<file path="src/rtl/coin_credit_unit.sv">
// coin_credit_unit: accumulates inserted coins into a credit register and
// resolves buy/cancel requests against a fixed price. The resulting outcome
// code and change amount are held under a valid/ack handshake until the
// downstream vending machine consumes them.
module coin_credit_unit #(
    parameter int unsigned CW         = 8,
    parameter int unsigned PRICE      = 15,
    parameter int unsigned MAX_CREDIT = 40
) (
    input  logic          c,
    input  logic          r,
    input  logic          coin_valid,
    input  logic [1:0]    coin_code,
    input  logic          buy,
    input  logic          cancel,
    input  logic          ack,
    output logic [CW-1:0] credit,
    output logic          coin_reject,
    output logic          out_valid,
    output logic [1:0]    out_code,
    output logic [CW-1:0] change
);

    typedef enum logic {
        COLLECT = 1'b0,
        HOLD    = 1'b1
    } state_t;

    typedef enum logic [1:0] {
        SALDO_INSUF  = 2'b00,
        TROCO_REC    = 2'b01,
        DOCE_COMP    = 2'b10,
        DOCE_E_TROCO = 2'b11
    } outcome_t;

    localparam logic [CW-1:0] priceVal = CW'(PRICE);
    localparam logic [CW:0]   maxVal   = (CW+1)'(MAX_CREDIT);

    state_t        state, stateNext;
    logic [CW-1:0] creditNext;
    logic          coinRejectNext;
    logic          outValidNext;
    logic [1:0]    outCodeNext;
    logic [CW-1:0] changeNext;

    logic [CW:0]   coinVal;
    logic [CW:0]   coinSum;

    // Coin value decode and overflow-free sum one bit wider than the credit.
    always_comb begin
        coinVal = '0;
        case (coin_code)
            2'b00:   coinVal = (CW+1)'(1);
            2'b01:   coinVal = (CW+1)'(2);
            2'b10:   coinVal = (CW+1)'(5);
            default: coinVal = (CW+1)'(10);
        endcase
        coinSum = {1'b0, credit} + coinVal;
    end

    // Next-state and next-output logic; requests only act in COLLECT.
    always_comb begin
        stateNext      = state;
        creditNext     = credit;
        coinRejectNext = 1'b0;
        outValidNext   = out_valid;
        outCodeNext    = out_code;
        changeNext     = change;

        case (state)
            COLLECT: begin
                // A cancel with zero credit is a no-op, so it does not block
                // a simultaneous buy or coin.
                if (cancel && (credit != '0)) begin
                    stateNext      = HOLD;
                    outValidNext   = 1'b1;
                    outCodeNext    = TROCO_REC;
                    changeNext     = credit;
                    creditNext     = '0;
                    coinRejectNext = coin_valid;
                end else if (buy) begin
                    stateNext      = HOLD;
                    outValidNext   = 1'b1;
                    coinRejectNext = coin_valid;
                    if (credit < priceVal) begin
                        outCodeNext = SALDO_INSUF;
                        changeNext  = '0;
                    end else if (credit == priceVal) begin
                        outCodeNext = DOCE_COMP;
                        changeNext  = '0;
                        creditNext  = '0;
                    end else begin
                        outCodeNext = DOCE_E_TROCO;
                        changeNext  = credit - priceVal;
                        creditNext  = '0;
                    end
                end else if (coin_valid) begin
                    if (coinSum <= maxVal) begin
                        creditNext = coinSum[CW-1:0];
                    end else begin
                        coinRejectNext = 1'b1;
                    end
                end
            end
            HOLD: begin
                coinRejectNext = coin_valid;
                if (ack) begin
                    stateNext    = COLLECT;
                    outValidNext = 1'b0;
                    outCodeNext  = SALDO_INSUF;
                    changeNext   = '0;
                end
            end
            default: begin
                stateNext = COLLECT;
            end
        endcase
    end

    // State and registered outputs; synchronous reset overrides everything.
    always_ff @(posedge c) begin
        if (r) begin
            state       <= COLLECT;
            credit      <= '0;
            coin_reject <= 1'b0;
            out_valid   <= 1'b0;
            out_code    <= SALDO_INSUF;
            change      <= '0;
        end else begin
            state       <= stateNext;
            credit      <= creditNext;
            coin_reject <= coinRejectNext;
            out_valid   <= outValidNext;
            out_code    <= outCodeNext;
            change      <= changeNext;
        end
    end

endmodule

</file>
<file path="config.mk">
export PLATFORM = sky130hd
export DESIGN_NAME = coin_credit_unit
export DESIGN_NICKNAME = d
export VERILOG_FILES = /design/src/rtl/coin_credit_unit.sv
export SDC_FILE = /design/constraint.sdc
export NUM_CORES = 1
export LEC_CHECK = 0
export ABC_AREA = 1
export CORE_MARGIN = 3
export CORE_UTILIZATION = 50
export CTS_BUF_LIST = sky130_fd_sc_hd__clkbuf_8
export DETAILED_ROUTE_END_ITERATION = 8
export DONT_BUFFER_PORTS = 1
export SLEW_MARGIN = 15
export SYNTH_ARGS = -nofsm -noshare
export SYNTH_HDL_FRONTEND = slang
export SYNTH_SLANG_ARGS = --single-unit
export TNS_END_PERCENT = 5
</file>
<file path="constraint.sdc">
create_clock -name c -period 2.2 [get_ports c]
set_input_delay 0.22 -clock c [delete_from_list [all_inputs] [get_ports c]]
set_output_delay 0.22 -clock c [all_outputs]
set_load 0.005 [all_outputs]
</file>
---- Yosys cells after proc, flatten, opt, wreduce, memory -nomap -nowiden ----
Index checks and enable logic that the tools add are counted.
operators by class
  add/subtract/negate cells ............... 2
  multipliers ............................. 0
  div/mod/pow operators ................... 0
  $lt $le $gt $ge ......................... 2
  equal/unequal tests ..................... 6
  shift-type cells ........................ 0
  muxes and demuxes ....................... 31
  bitwise operators ....................... 1
  reduce and logical (&&, ||, !) cells .... 7
operators with widths
  kind                   number
  $mux W8                10
  $pmux W8 S2            1
  $pmux W4 S3            1
  $mux W1                11
  $add A8 B9 Y9          1
  $le A9 B6 Y1 const B   1
  $eq A8 B4 Y1 const B   1
  $lt A8 B4 Y1 const B   1
  $mux W2                4
  $reduce_bool A8 Y1     1
  $sub A8 B4 Y8 const B  1
  $ne A3 B3 Y1 const B   2
  $pmux W1 S2            3
  $reduce_bool A3 Y1     2
  $pmux W2 S2            1
  $reduce_and A4 Y1      1
  $eq A2 B1 Y1 const B   1
  $eq A2 B2 Y1 const B   1
  $logic_not A2 Y1       1
  $ne A2 B2 Y1 const B   1
  $reduce_and A2 Y1      1
  $logic_and A1 B1 Y1    1
  $not A1 Y1             1
storage, ports and cells
  bits in registers ....................... 21
  latch bits .............................. 0
  RAM bits ................................ 0
  ROM bits ................................ 0
  input bits .............................. 8
  output and inout bits ................... 20
  word-level logic and storage cells ...... 55
  memories kept ........................... 0

---- Logic depth before layout (Yosys ltp) ----
  depth after elaboration ................. 9
  mapped depth ............................ 16
  depth with buffers taken out ............ 16

---- Worst setup path before layout ----
Ideal clock, no wire load.
  path kind ............................... reg-to-reg
  start ................................... register credit[0]
  end ..................................... register credit[0]
  setup time .............................. 114 ps
  arrival ................................. 1868 ps
  required time ........................... 2086 ps
  setup slack ............................. 218 ps
  stages on the path, launching flop included .. 13
  buffers on the path ..................... 0
  clock period less this slack ............ 1982 ps
  path through ............................ dfxtp_1 > ha_1 > fa_1 > nand3_1 > nand3_1 > nand3_1 > nand3_1 > nand2_1 > nand3_2 > nand2_4 > nand3_4 > nor2_1 > nor2_2
on the way
  word-level cells in the longest chain between the ends .. 5
  elaborated cells on any way between the ends .. 13
  classes of those cells .................. add/sub (1); order compare (2); eq/ne (1); mux (4); reduce/logical (5)
RTL lines
  element                                                                RTL line  RTL
  start, declared                                                        17        output logic [CW-1:0] credit,
  start signal, assigned                                                 131       credit <= creditNext;
  parallel branches: the longest is 5 deep, another holds $add A8 B9 Y9  --
Parallel ways; which one is timed is not known. The select of a mux whose other input is x is not followed.
A chain may end at the register's enable or synchronous reset.

---- Worst setup path in the final report ----
  start ................................... register credit[0]
  end ..................................... register credit[2]
Same word-level chain as after synthesis.

==> metrics.cfg <==
[setup_path]
crit_fanout=6
crit_arrival_ns=2.26
r2r_cells=13
ff2ff_setup_slack_ns=0.14
reg2reg_from=credit[0]$_SDFFE_PP0P_
critPathKind=flop to flop
critPathCaptureType=flop
worst-endpoint-required_ns=2.40
crit_path_start_kind=flop
reg2reg_to=credit[2]$_SDFFE_PP0P_

[routing]
drt_wl_total_mm=3.556
vias=1401
dr.pass1.iters=5
drc=0
wl_per_cell_um=14.11
routed.top_layer=met4
via_per_inst=5.560
postRouteAntennaNets=0
drtIter0Drc=98
wl_met2_mm=1.655
wl_met1_mm=1.578
routed-wl-met3_um=250

[final_layout]
antenna_cells=0
final_cells=252
seq_area_um2=421.7
area_growth_syn_to_layout_pct=11.16
fillerInstances=251
layout.nets=238
multi_input_area_um2=882.1
final_core_util=0.6063
drive_gt1_frac=0.1486

[global_route]
antenna_found_initial=0
grt_overflow_total=0
grt_pass1_vias=1297
grt_max_degree=16
grt_pass1_wl_mm=5.692
grtUsageTotal=0.2135

[min_path]
hold_end=out_code[0]$_SDFFE_PP0P_
min_from=r
min_path_type=input pin to flop
hold_path_depth=1

[cts]
cts_made_buffers=3
cts_tree=built
htreeDepth=1
clk_latency_ns=0.26
cts.sinks=21
cts_buffer_depth=2
path_clk_slew_ns=0.07
clock-root-buffer=clkbuf_8

[floorplanning]
start_util=0.5454
ios=28
die_width_um=59.15
die_area_um2=3499
die_h_um=59.15
rows=18
core-area_um2=2590

[power]
ir_drop_uv=671.7
power_leakage_nw=0.7963
power_density_nw_per_um2=973.9
power_w=0.001529

[timing]
fin_crit_ns=2.060
fin_crit_sh=0.9364
whs_ns=0.01948
worstMarginPinSlew_ns=0.4783
fin_setup_tns_ns=0
clock_skew_ns=0.001922
max-slew-margin-rel=0.6807
clock.fmax_ghz=0.4854
finalHoldViolations=0
drv_slew=0
setup_viol=0

[outcome]
outcome=completed

[yosys]
syn-num-nets=228
yosysUniqueCellTypes=30
postSynth.asyncResetShare=0
synth_edf_count=0
syn_avg_cell_area_um2=6.632
syn-cell-area_um2=1413
yosysSeqAreaShare=0.2976
synth_seq_cells=21
synthCells=213
yosysWarnings=0
synth_ff_type=dfxtp_1

[placement]
dp_cells=246
gp_congestion=0.9246
dp_hpwl_mm=2.741
place.port_buffers=0

[run]
maxCapViolations=0

## state kept, by name (all words and copies together) (netlist names)
name and count:
credit 8, state 1, out_code 2, out_valid 1, change 8, coin_reject 1
## cells in the final DEF (no fill, tap or decap), drive strengths merged
master / synthesis / layout
clkinv: 2 / 2
dfxtp: 21 / 21
a31oi: 1 / 1
xnor2: 1 / 1
or2: 1 / 1
o311ai: 2 / 2
o21ai: 4 / 4
buf: 2 / 6
inv: 32 / 33
dlygate4sd3: 0 / 1
nand2: 65 / 65
fa: 1 / 1
nand4: 9 / 9
nor2: 22 / 22
xor2: 3 / 3
nand3: 25 / 26
nor3: 1 / 1
clkbuf: 1 / 3
o211ai: 1 / 1
ha: 6 / 6
a21oi: 13 / 13
## how the worst max path moves through the flow
stage,slack (ns),end,from
after global placement,0.15,credit[2]$_SDFFE_PP0P_,credit[0]$_SDFFE_PP0P_
after floorplan,0.22,credit[0]$_SDFFE_PP0P_,credit[0]$_SDFFE_PP0P_
after detailed placement,0.07,credit[2]$_SDFFE_PP0P_,credit[0]$_SDFFE_PP0P_
after global routing,-0.003,credit[2]$_SDFFE_PP0P_,credit[3]$_SDFFE_PP0P_
final,0.14,credit[2]$_SDFFE_PP0P_,credit[0]$_SDFFE_PP0P_
after CTS,0.04,credit[2]$_SDFFE_PP0P_,credit[0]$_SDFFE_PP0P_
## layer usage
| metal | vias to the layer above | track usage |
|---|---|---|
| li1 | 701 | - |
| met1 | 636 | 0.2840 |
| met2 | 54 | 0.3202 |
| met3 | 10 | 0.06536 |
| met4 | 0 | 0.08738 |
| met5 | - | 0 |
## worst max-delay path: stages (launching register included)
cell and delay [ns]:
dfxtp_1 0.32, ha_2 0.19, fa_2 0.44, nand3_2 0.11, nand3_2 0.09, nand3_1 0.08, nand3_1 0.08, nand2_1 0.08
nand3_2 0.12, nand2_4 0.14, nand3_4 0.11, nand2_1 0.10, nand2_1 0.06, nor2_2 0.08
## Yosys cell counts (all sizes together), types with 3 or more instances
master  number  area (um2)
ha           6       75.07
nor2        22       95.09
nand2       65       264.0
nand4        9       56.30
inv         32       120.1
xor2         3       26.28
nand3       25       147.7
o21ai        4       31.28
a21oi       13       65.06
dfxtp       21       420.4
## where the power goes
part	total (W)	internal [W]	switching (W)	leakage, nW
registers	0.000537	0.000451	0.0000861	0.172
clock network	0.000247	0.000124	0.000123	0.0269
logic	0.000745	0.000275	0.000471	0.597
## cells by family after synthesis
| group | count (synthesis) | share of synthesized area |
|---|---|---|
| compound gates | 21 | 0.09035 |
| xor+xnor | 4 | 0.02481 |
| fa+ha+maj | 7 | 0.06732 |
| buf+inv | 37 | 0.1098 |
| flops | 21 | 0.2976 |
| simple gates | 123 | 0.4101 |
## layout make-up
class | instances | area share
Sequential cell | 21 | 0.2685
Inverter | 34 | 0.08207
Clock buffer | 3 | 0.02629
Multi-Input combinational cell | 156 | 0.5618
Clock inverter | 1 | 0.002390
Tap cell | 30 | 0.02390
Timing Repair Buffer | 7 | 0.03506
## stage by stage
step	cell area (um2)	setup WS [ns]
2_1_floorplan	1413	0.2179
3_3_place_gp	1469	0.1535
3_5_place_dp	1469	0.06811
4_1_cts	1514	0.04477
5_1_grt	1570	-0.003479
6_report	1570	0.1399
## what timing repair did
item | CTS | global route
endpoints found under the hold margin | 0 | 2
endpoints found under the setup margin | 0 | 9
buffers inserted | 0 | 0
hold buffers | 0 | 1
resized for setup | 0 | 9
Power figures use the tool's default switching activity.
